===== src/rtl/game_sequencer.sv =====
// game_sequencer: duck-hunt game flow FSM with fire synchronizer, hit test and score keeping.
module game_sequencer #(
    parameter int DUCK_W          = 124,
    parameter int DUCK_H          = 162,
    parameter int SHOTS           = 3,
    parameter int DUCKS_PER_ROUND = 10,
    parameter int MISS_LIMIT      = 3,
    parameter int FLASH_FRAMES    = 30
) (
    input  logic       vga_clk,
    input  logic       reset,
    input  logic       frame_tick,
    input  logic       fire,
    input  logic       bullet_active,
    input  logic [9:0] bullet_x,
    input  logic [9:0] bullet_y,
    input  logic [9:0] duck_x,
    input  logic [9:0] duck_y,
    output logic       shot_fire,
    output logic       duck_respawn,
    output logic       duck_enable,
    output logic       flash,
    output logic       game_over,
    output logic [7:0] score,
    output logic [1:0] shots_left,
    output logic [3:0] hits,
    output logic [3:0] misses,
    output logic [2:0] state
);
    typedef enum logic [2:0] {IDLE, RESPAWN, PLAY, HIT_FLASH, MISS, ROUND_END, GAME_OVER} state_t;
    state_t cur, nxt;
    logic [2:0] sync;
    logic [5:0] fcnt;
    logic [10:0] x_hi, y_hi;
    logic fire_edge, hit, tick_done;
    assign state = cur;
    assign fire_edge = sync[1] & ~sync[2];
    assign x_hi = {1'b0, duck_x} + 11'(DUCK_W - 1);
    assign y_hi = {1'b0, duck_y} + 11'(DUCK_H - 1);
    assign hit = bullet_active && bullet_x >= duck_x && {1'b0, bullet_x} <= x_hi
                 && bullet_y >= duck_y && {1'b0, bullet_y} <= y_hi;
    assign tick_done = frame_tick && fcnt == 6'(FLASH_FRAMES - 1);
    always_ff @(posedge vga_clk or negedge reset) begin
        if (!reset) begin
            cur  <= IDLE;
            sync <= '0;
        end else begin
            cur  <= nxt;
            sync <= {sync[1:0], fire};
        end
    end
    always_comb begin
        nxt          = cur;
        shot_fire    = 1'b0;
        duck_respawn = 1'b0;
        game_over    = 1'b0;
        case (cur)
            IDLE:      nxt = fire_edge ? RESPAWN : IDLE;
            RESPAWN: begin
                duck_respawn = 1'b1;
                nxt          = PLAY;
            end
            PLAY: begin
                shot_fire = !hit && fire_edge && shots_left != 2'd0 && !bullet_active;
                nxt = hit ? HIT_FLASH : (shots_left == 2'd0 && !bullet_active) ? MISS : PLAY;
            end
            HIT_FLASH: nxt = !tick_done ? HIT_FLASH : (hits == 4'(DUCKS_PER_ROUND)) ? ROUND_END : RESPAWN;
            MISS:      nxt = (4'(misses + 4'd1) == 4'(MISS_LIMIT)) ? GAME_OVER : RESPAWN;
            ROUND_END: nxt = tick_done ? RESPAWN : ROUND_END;
            GAME_OVER: begin
                game_over = 1'b1;
                nxt       = fire_edge ? RESPAWN : GAME_OVER;
            end
            default:   nxt = IDLE;
        endcase
    end
    // Counters and registered indications follow the state being left.
    always_ff @(posedge vga_clk or negedge reset) begin
        if (!reset) begin
            score       <= '0;
            hits        <= '0;
            misses      <= '0;
            shots_left  <= '0;
            duck_enable <= 1'b0;
            flash       <= 1'b0;
            fcnt        <= '0;
        end else begin
            case (cur)
                IDLE, GAME_OVER: if (fire_edge) begin
                    score  <= '0;
                    hits   <= '0;
                    misses <= '0;
                end
                RESPAWN: begin
                    shots_left  <= 2'(SHOTS);
                    duck_enable <= 1'b1;
                end
                PLAY: if (hit) begin
                    score       <= (score == 8'hFF) ? score : score + 8'd1;
                    hits        <= hits + 4'd1;
                    duck_enable <= 1'b0;
                    flash       <= 1'b1;
                    fcnt        <= '0;
                end else if (shot_fire) begin
                    shots_left <= shots_left - 2'd1;
                end
                HIT_FLASH, ROUND_END: begin
                    if (frame_tick) fcnt <= tick_done ? 6'd0 : fcnt + 6'd1;
                    if (tick_done && cur == HIT_FLASH) flash <= 1'b0;
                    if (tick_done && cur == ROUND_END) begin
                        hits   <= '0;
                        misses <= '0;
                    end
                end
                MISS: begin
                    misses      <= misses + 4'd1;
                    duck_enable <= 1'b0;
                end
                default: ;
            endcase
        end
    end
endmodule

===== config.mk =====
export PLATFORM = sky130hd
export DESIGN_NAME = game_sequencer
export DESIGN_NICKNAME = d
export VERILOG_FILES = /design/src/rtl/game_sequencer.sv
export SDC_FILE = /design/constraint.sdc
export NUM_CORES = 1
export LEC_CHECK = 0
export BUFFER_PORTS_ARGS = -buffer_cell sky130_fd_sc_hd__buf_2
export CORE_MARGIN = 8
export CORE_UTILIZATION = 50
export CTS_CLUSTER_SIZE = 14
export DETAILED_ROUTE_END_ITERATION = 10
export PLACE_DENSITY = 0.8
export RECOVER_POWER = 100
export SLEW_MARGIN = 5
export SYNTH_ARGS = -nofsm -noshare
export SYNTH_HDL_FRONTEND = slang
export SYNTH_SLANG_ARGS = --single-unit

===== constraint.sdc =====
create_clock -name vga_clk -period 1.7 [get_ports vga_clk]
set_input_delay 0.425 -clock vga_clk [delete_from_list [all_inputs] [get_ports vga_clk]]
set_output_delay 0.425 -clock vga_clk [all_outputs]
set_load 0.01 [all_outputs]

==> run_results.csv, run 1 <==
group,metric,value,unit
final_layout,stdcell_area,4970,sq um
timing,finalSetupViolCount,25,
timing,finalCritPeriodShare,179,%
place,placed_cell_area,4220,sq um
yosys,synth_ff_type,"dfrtp_1",
worst_setup_path,cpPeakStageDelay,0.41,ns
place,dp.cells,590,
clocking,holdBufCountCts,0,
min_path,min_from,"fire",
timing,fmax,329,MHz
floorplan,die_h,94.8,um
routing,detail-route-antenna-nets,0,
worst_setup_path,crit_fanout,5,
place,io_buffers,70,
floorplan,core_area,5960,sq um
outcome,violations,"setup timing",
timing,setup_ws,-1.34,ns
worst_setup_path,timing.critical_path.mode_cell,"buf_6",
yosys,synth_top_area_share,25.8,%
clocking,cts_buffers,5,
pwr,p_leak,2.46,nW
timing,hold_violations,0,
grt,grt_max_degree,33,
routing,drtIter0Drc,314,
timing,finalClockSkew,0.00407,ns
yosys,ys_async_sr_fraction,100,%
floorplan,ios,71,
worst_setup_path,worstSetupEndpointType,"flip-flop",
pwr,ir_worst_vdd,785,uV
run,drv_cap,0,
timing,tightestPinTransition,0.830,ns
yosys,netlist_instances,369,
place,hpwl,7.30,mm
timing,rsz0062_at_grt,"true",
timing,relSlewSlack,44.7,%
routing,viasPerCell,6.18,
clocking,cts_sinks,32,
floorplan,start_util,52.1,%
final_layout,mostFrequentLayoutCell,"buf_4",
yosys,netlist_top_cells_area,"dfrtp_1 26%, ha_1 20%, xnor2_1 4.2%",
clocking,cts_root_buffer,"clkbuf_8",
clocking,cts_buffer_depth,2,
worst_setup_path,critical_path_class,"input pin to flip-flop",
pwr,finalPower,4.76,mW
outcome,status,"finished with violations",
timing,maxSlewViolCount,0,
worst_setup_path,worstPathCellList,"buf_6 > nor4_4 > nand2_1 > nand3_1 > xnor2_1 > ha_1 > nand3_2 > nor3_4 > a41o_1 > a21oi_4 > or3_4 > buf_6 > or4_4 > nand2_2",
floorplan,die_width,94.8,um
place,place.gp.congestion,0.889,
grt,grt_pass1_vias,3820,
yosys,yosysWarnings,0,
routing,wl,12.8,mm
final_layout,nets,653,
grt,track_usage,24.4,%
worst_setup_path,worstPathArrival,3.28,ns
final_layout,n_antenna_cell,0,
yosys,synth_nets,464,
grt,antenna_found_initial,0,
clocking,tritoncts,"done",
final_layout,drive_above_1_share,43.2,%
place,pre_cts_ws,-1.48,ns
routing,firstDrtPassIters,5,
worst_setup_path,startpoint,"duck_x[3]",
grt,grt_pass1_wl,17.7,mm
final_layout,utilization,83.5,%
routing,drcViolationCount,0,
final_layout,most-common-layout-cells,"95 x buf_4, 50 x buf_2, 46 x ha_1, 32 x dfrtp_1, 28 x inv_1",
final_layout,area_growth,60.2,%
min_path,min_path_type,"input pin to flip-flop",
final_layout,final_cells,633,
worst_setup_path,slowest_stage,"or4_4",
clocking,clock_latency,0.29,ns
floorplan,rows,28,
grt,overflow,0,
routing,vias,3909,
pwr,p_per_area,957,nW/um^2
timing,holdWs,0.256,ns
yosys,syn-cell-area,3100,sq um
yosys,ys_types,58,
floorplan,dieArea,8990,sq um
clocking,cts_htree_levels,2,
yosys,avgSynthCellArea,8.41,sq um
worst_setup_path,required,1.93,ns
timing,setup_tns,-25.52,ns
routing,wl_per_cell,20.3,um
yosys,seq_area_frac_synth,25.8,%
yosys,ys_ff_latch,32,
yosys,yosysTopAreaCell,"dfrtp_1",
worst_setup_path,rr_startpoint,"state[2]",
yosys,synth_edf_count,0,
worst_setup_path,startpoint_type,"input pin",
timing,finalCriticalPeriod,3.04,ns
clocking,clkTransAtPathRegs,0.07,ns
cell families after synthesis:
group	synth area share, %
and+or+nand+nor	22.2
AOI/OAI and AO/OA	21.0
adders and majority gates	20.2
buffers and inverters	5.48
DFF	25.8
xor gates and xnor gates	5.08
muxes	0.322
synth_stat cells, drive strengths merged (5+ instances only):
cell type / number
and3: 6
o211ai: 7
xnor2: 15
nor2: 18
a21oi: 21
nor3: 13
nand2b: 8
dfrtp: 32
nand4: 7
clkbuf: 7
nor4: 5
nand2: 30
or3: 6
a21o: 7
inv: 33
ha: 50
o21a: 5
nand3: 22
o21ai: 22
o31ai: 6
worst paths after layout:
check                                 to  slack (ns)  cells after the start
max                             score[6]       -1.34                     14
max in group asynchronous  shots_left[1]        0.87                      2
max reg2reg                     score[6]       -0.41                      6
min                              sync[0]        0.26                      1
min reg2reg                      sync[1]        0.35                      0
min in group asynchronous        fcnt[4]        0.30                      2
flip-flops by register name, summed over array words and instances (netlist names):
register	count
fcnt	6
shots_left	2
state	3
hits	4
duck_enable	1
score	8
sync	3
flash	1
misses	4
what timing repair did:
action,in CTS,in global routing
gates cloned,3,0
buffers inserted,14,20
resized for setup,55,49
pin swaps,32,23
setup endpoints to repair,26,30
layer usage:
layer | global-route usage [%] | vias up | part of all wire [%]
met1 | 26.7 | 1864 | 36
met2 | 44.3 | 229 | 51
met3 | 4.52 | 80 | 7.0
met5 | 0 | - | 0
li1 | - | 1736 | -
met4 | 11.4 | 0 | 5.5
area by class of cell:
cell class	count	area, sq um
well taps	75	93.8
multi-input cells	295	2500
flip-flops and latches	32	801
fillers	332	983
inverters	33	144
clock buffers	7	96.3
repair buffers	191	1340
power breakdown:
group | total, mW | switching, mW | internal (mW) | leakage [nW]
clock | 0.653 | 0.293 | 0.361 | 0.0503
sequential | 1.19 | 0.231 | 0.963 | 0.400
combinational | 2.91 | 1.51 | 1.39 | 2.01
critical path: cells and delay by family:
family / cells / cell delay (ns)
xor+xnor: 1 / 0.10
fa+ha+maj: 1 / 0.35
buf+inv: 2 / 0.24
compound gates: 2 / 0.27
simple gates: 8 / 1.86
Power figures use the tool's default switching activity.
==> run 2, diff against run 1 <==
- CORE_UTILIZATION: 50 -> 54
- PLACE_DENSITY: 0.8 -> 0.82
- TNS_END_PERCENT: unset -> 10
- clock period: 1.7 -> 2.8 ns (I/O delays scaled with it)
==> run_results.csv, run 2 (synthesized netlist as in run 1, its figures left out) <==
group,metric,value,unit
final_layout,mostFrequentLayoutCell,"buf_4",
worst_setup_path,startpoint,"duck_x[3]",
pwr,ir_worst_vdd,370,uV
routing,viasPerCell,5.94,
floorplan,ios,71,
timing,fmax,330,MHz
worst_setup_path,slowest_stage,"or3_4",
routing,wl_per_cell,16.2,um
pwr,p_leak,2.05,nW
final_layout,stdcell_area,4220,sq um
place,dp.cells,550,
clocking,holdBufCountCts,0,
clocking,clock_latency,0.29,ns
final_layout,n_antenna_cell,0,
grt,track_usage,21.1,%
final_layout,area_growth,35.9,%
place,pre_cts_ws,-0.662,ns
final_layout,final_cells,565,
worst_setup_path,path_depth,14,
final_layout,top_regs,"score (8), fcnt (6)",
floorplan,die_width,91.8,um
worst_setup_path,cp-endpoint,"hits[3]",
run,drv_cap,1,
worst_setup_path,cpPeakStageDelay,0.40,ns
timing,finalSetupViolCount,21,
routing,wl,9.17,mm
grt,grt_pass1_wl,15.1,mm
floorplan,rows,27,
final_layout,largest_register,"score",
timing,rsz0062_at_grt,"true",
timing,relSlewSlack,-15.6,%
routing,vias,3356,
pwr,p_per_area,566,nW/um^2
clocking,clkTransAtPathRegs,0.07,ns
floorplan,die_h,91.8,um
pwr,p_sw_share,41.4,%
worst_setup_path,critical_path_class,"input pin to flip-flop",
pwr,combPwrFrac,47.4,%
timing,tightestPinTransition,1.73,ns
min_path,min_path_type,"flip-flop to flip-flop",
timing,finalCriticalPeriod,3.03,ns
place,place.gp.congestion,0.879,
timing,hold_violations,0,
timing,holdWs,0.354,ns
worst_setup_path,required,2.96,ns
worst_setup_path,r2r-end,"score[6]",
final_layout,most-common-layout-cells,"52 x buf_4, 48 x ha_1, 47 x buf_2, 32 x dfrtp_1, 30 x inv_1",
final_layout,drive_above_1_share,29.2,%
routing,detail-route-antenna-nets,0,
final_layout,utilization,76.2,%
final_layout,largest_reg_flops,8,
place,hpwl,6.90,mm
clocking,cts_root_buffer,"clkbuf_8",
pwr,switchingPower,0.989,mW
floorplan,dieArea,8430,sq um
pwr,p_int,1.40,mW
grt,overflow,0,
clocking,cts_sinks,32,
worst_setup_path,startpoint_type,"input pin",
routing,drtIter0Drc,256,
pwr,sequentialPowerShare,32.1,%
worst_setup_path,rr_startpoint,"state[2]",
grt,grt_max_degree,33,
clocking,cts_buffer_depth,2,
place,io_buffers,70,
timing,maxSlewViolCount,33,
min_path,min_from,"sync[0]",
clocking,cts_buffers,5,
routing,firstDrtPassIters,5,
outcome,violations,"capacitance limit, slew limit, setup timing",
grt,antenna_found_initial,0,
clocking,cts_htree_levels,2,
timing,finalCritPeriodShare,108,%
timing,finalClockSkew,0.00871,ns
pwr,clkPwrFrac,20.5,%
floorplan,core_area,5540,sq um
worst_setup_path,critPathTopFamily,"simple AND/OR/NAND/NOR gates",
timing,setup_ws,-0.229,ns
final_layout,nets,587,
routing,drcViolationCount,0,
worst_setup_path,reg2reg_depth,6,
worst_setup_path,worstPathArrival,3.18,ns
floorplan,start_util,56.0,%
worst_setup_path,worstPathCellList,"buf_2 > nor4_4 > nand2_2 > nand3_2 > xnor2_1 > ha_1 > nand3_2 > nor3_2 > a41o_1 > a21oi_2 > or3_4 > buf_2 > o311ai_1 > o311ai_1",
grt,grt_pass1_vias,3482,
place,placed_cell_area,3940,sq um
outcome,status,"finished with violations",
clocking,tritoncts,"done",
worst_setup_path,crit_fanout,4,
worst_setup_path,worstSetupEndpointType,"flip-flop",
worst_setup_path,crit_buf_inv,2,
worst_setup_path,r2r_setup_slack,0.67,ns
-- run 2: changes by cell type in the layout (fill, tap and decap cells not counted), sizes merged --
| cell | previous run | this run |
|---|---|---|
| bufinv | 0 | 1 |
| buf | 167 | 104 |
| clkbuf | 31 | 28 |
-- run 2: cell type report --
class | count | area (sq um)
Clock buffer | 7 | 96.3
Sequential cell | 32 | 801
Fill cell | 413 | 1320
Multi-Input combinational cell | 295 | 2280
Tap cell | 72 | 90.1
Inverter | 33 | 141
Timing Repair Buffer | 125 | 778
Clock inverter | 1 | 30.0
-- run 2: repair_timing --
action                                  4_1_cts  5_1_grt
pin swaps                                    18        8
endpoints found under the setup margin       21       21
buffers inserted                              3        2
resized for setup                            21       10
gates cloned                                  2        0
-- run 2: how the worst min path moves through the flow --
stage	cells past startpoint	end
floorplan	0	sync[1]
global placement	0	sync[1]
detailed placement	0	sync[1]
CTS	0	sync[1]
global route	0	sync[1]
finish	0	sync[1]
-- run 2: power by group through the flow --
stage / clock network (mW) / logic [mW] / registers [mW]
final: 0.490 / 1.13 / 0.768
after global placement: 0 / 1.02 / 0.752
after CTS: 0.494 / 1.11 / 0.756
after floorplan: 0 / 0.653 / 0.736
after global routing: 0.514 / 1.26 / 0.793
after detailed placement: 0 / 1.06 / 0.764
-- run 2: per-layer routing --
layer  routed length (um)  up-vias  part of all wire [%]  global-route usage, %
met5                    0        -                     0                      0
li1                     -     1603                     -                      -
met1                 3740     1574                    41                   23.8
met2                 4630      152                    50                   38.6
met4                  265        0                   2.9                   8.86
met3                  541       27                   5.9                   3.42
-- run 2: metrics by stage --
step	total power, mW	setup TNS, ns
global route	2.56	-5.07
finish	2.39	-3.23
CTS	2.36	-3.33
global placement	1.77	-10.36
floorplan	1.39	-3.65
detailed placement	1.83	-12.05
==> run 3, diff against run 2 <==
- ABC_AREA: unset -> 1
- PLACE_DENSITY: 0.82 -> 0.81
==> run_results.csv, run 3 <==
group,metric,value,unit
clocking,clkTransAtPathRegs,0.07,ns
timing,relSlewSlack,-13.1,%
routing,drtIter0Drc,92,
timing,maxSlewViolCount,33,
yosys,netlist_top_cells_area,"dfrtp_1 25%, ha_1 19%, nand2_1 14%",
yosys,avgSynthCellArea,6.92,sq um
routing,wl_per_cell,13.2,um
min_path,holdPathEnd,"sync[1]",
final_layout,num-fill-cells,474,
min_path,holdPathStages,0,
yosys,ys_ff_latch,32,
place,pre_cts_ws,-0.479,ns
worst_setup_path,r2r_setup_slack,0.66,ns
clocking,cts_root_buffer,"clkbuf_8",
worst_setup_path,worstSetupEndpointType,"flip-flop",
floorplan,die_h,93.2,um
floorplan,start_util,55.0,%
worst_setup_path,crit_fanout,7,
yosys,synth_top_area_share,24.9,%
timing,setup_tns,-0.393,ns
timing,tightestPinTransition,1.70,ns
outcome,status,"finished with violations",
grt,antenna_found_initial,0,
clocking,cts_sinks,32,
yosys,yosysTopAreaCell,"dfrtp_1",
clocking,clock_latency,0.29,ns
routing,wl,8.58,mm
yosys,synthSimpleGateAreaFrac,31.6,%
final_layout,largest_register,"score",
timing,finalCritPeriodShare,102,%
pwr,p_leak,2.26,nW
worst_setup_path,rr_startpoint,"state[1]",
yosys,netlist_instances,465,
final_layout,largest_reg_flops,8,
yosys,muxShareOfSynthArea,0,%
place,place.gp.congestion,0.905,
timing,hold_violations,0,
worst_setup_path,startpoint_type,"input pin",
routing,firstDrtPassIters,4,
pwr,p_per_area,527,nW/um^2
pwr,finalPower,2.22,mW
yosys,synth_nets,560,
timing,setup_ws,-0.0553,ns
routing,viasPerCell,5.20,
yosys,seq_area_frac_synth,24.9,%
timing,rsz0062_at_grt,"true",
clocking,holdBufCountCts,0,
grt,overflow,0,
worst_setup_path,required,3.03,ns
yosys,synth_ff_type,"dfrtp_1",
final_layout,mostFrequentLayoutCell,"nand2_1",
min_path,min_path_type,"flip-flop to flip-flop",
yosys,ys_async_sr_fraction,100,%
worst_setup_path,critical_path_class,"input pin to flip-flop",
floorplan,rows,28,
yosys,yosysWarnings,0,
outcome,violations,"capacitance limit, slew limit, setup timing",
yosys,synthAdderAreaFrac,19.4,%
grt,grt_max_degree,33,
place,io_buffers,70,
final_layout,final_cells,652,
final_layout,multi_input_area,2330,sq um
timing,finalClockSkew,0.00483,ns
final_layout,n_antenna_cell,0,
final_layout,top_regs,"score (8), fcnt (6)",
run,drv_cap,1,
worst_setup_path,reg2reg_depth,10,
routing,detail-route-antenna-nets,0,
grt,grt_pass1_wl,14.3,mm
floorplan,dieArea,8690,sq um
final_layout,drive_above_1_share,24.3,%
grt,track_usage,19.5,%
final_layout,area_growth,30.9,%
place,dp.cells,633,
clocking,tritoncts,"done",
timing,finalCriticalPeriod,2.86,ns
place,hpwl,6.41,mm
min_path,min_from,"sync[0]",
final_layout,register_area,801,sq um
timing,fmax,350,MHz
yosys,syn-cell-area,3220,sq um
routing,vias,3388,
worst_setup_path,r2r-end,"score[2]",
yosys,synthMostInstantiatedCell,"nand2_1",
worst_setup_path,worstPathArrival,3.08,ns
floorplan,ios,71,
clocking,cts_htree_levels,2,
yosys,yosys-top-cells-count,"124 x nand2_1, 73 x inv_1, 50 x ha_1",
final_layout,most-common-layout-cells,"112 x nand2_1, 71 x inv_1, 46 x ha_1, 45 x nor2_1, 40 x buf_2",
yosys,synth_edf_count,0,
routing,drcViolationCount,0,
yosys,synth_compound_area_share,8.63,%
yosys,synth_top_family_by_area,"simple AND/OR/NAND/NOR gates",
grt,grt_pass1_vias,3340,
pwr,ir_worst_vdd,347,uV
yosys,ys_types,31,
clocking,cts_buffers,5,
floorplan,die_width,93.2,um
yosys,synth_xor_area_share,5.72,%
timing,finalSetupViolCount,13,
floorplan,core_area,5850,sq um
clocking,cts_buffer_depth,2,
final_layout,nets,671,
==> run 3: changes by cell type after synthesis, moves of 8 or more <==
cell,delta
inv_1,+41
nand2_1,+94
nand2b_1,-8
nor2_1,+29
xnor2_1,-13
xor2_1,+16
==> run 3: layout make-up <==
cell class | count | share of cell area, %
repair buffers | 105 | 14.4
multi-input cells | 354 | 55.2
well taps | 75 | 2.23
inverters | 78 | 7.07
clock buffers | 8 | 2.14
flip-flops and latches | 32 | 19.0
==> run 3: worst max-delay path by stage <==
| stage | slack [ns] | cells past startpoint | startpoint | to |
|---|---|---|---|---|
| after floorplan | 0.02 | 21 | duck_x[0] | score[0] |
| after global placement | -0.39 | 16 | duck_y[0] | score[7] |
| after detailed placement | -0.48 | 16 | duck_y[0] | score[5] |
| after CTS | 0.001 | 23 | duck_x[1] | score[2] |
| after global routing | -0.26 | 18 | duck_x[1] | score[5] |
| final | -0.06 | 18 | duck_x[1] | score[7] |
==> run 3: metal layers <==
metal	share of wire [%]	track usage (%)	wire [um]	vias up
li1	-	-	-	1724
met4	1.6	4.30	136	0
met2	50	34.6	4270	79
met5	0	0	0	-
met1	44	23.5	3740	1569
met3	5.1	4.01	435	16
==> run 3: cells by family (layout without fill, tap and decap cells) <==
kind of cell	Yosys count	after routing
and+or+nand+nor	236	237
AOI/OAI and AO/OA	46	46
DFF	32	32
adders and majority gates	50	50
buffers and inverters	80	191
xor gates and xnor gates	21	21
==> run 3: stage by stage <==
stage	hold slack (ns)	area, sq um	util (%)
2_1_floorplan	0.331	3220	-
3_3_place_gp	0.334	3830	65.5
3_5_place_dp	0.347	3830	65.5
4_1_cts	0.381	4120	70.4
5_1_grt	0.385	4210	72.0
6_report	0.382	4210	72.0
==> run 3: critical path, stage by stage <==
cell and delay (ns):
buf_6 0.07, inv_4 0.03, buf_6 0.11, a21oi_4 0.21
nor2_4 0.06, nand4_1 0.13, nand3_1 0.11, xor2_1 0.17
ha_1 0.33, nand3_2 0.08, nor4_2 0.26, nor2_1 0.10
a21oi_2 0.15, nand2_2 0.10, nand2_4 0.16, buf_8 0.16
nand3_2 0.07, nand2_1 0.09
==> run 3: where the power goes <==
part / leakage, nW / switching, mW / internal (mW)
sequential: 0.420 / 0.0643 / 0.524
clock: 0.0455 / 0.175 / 0.200
combinational: 1.80 / 0.819 / 0.439
==> run 3: timing repair <==
| item | 4_1_cts | 5_1_grt |
|---|---|---|
| endpoints found under the setup margin | 21 | 21 |
| cloned | 1 | 0 |
| setup buffers | 8 | 2 |
| gates resized for setup | 33 | 27 |
| pin swaps | 24 | 20 |
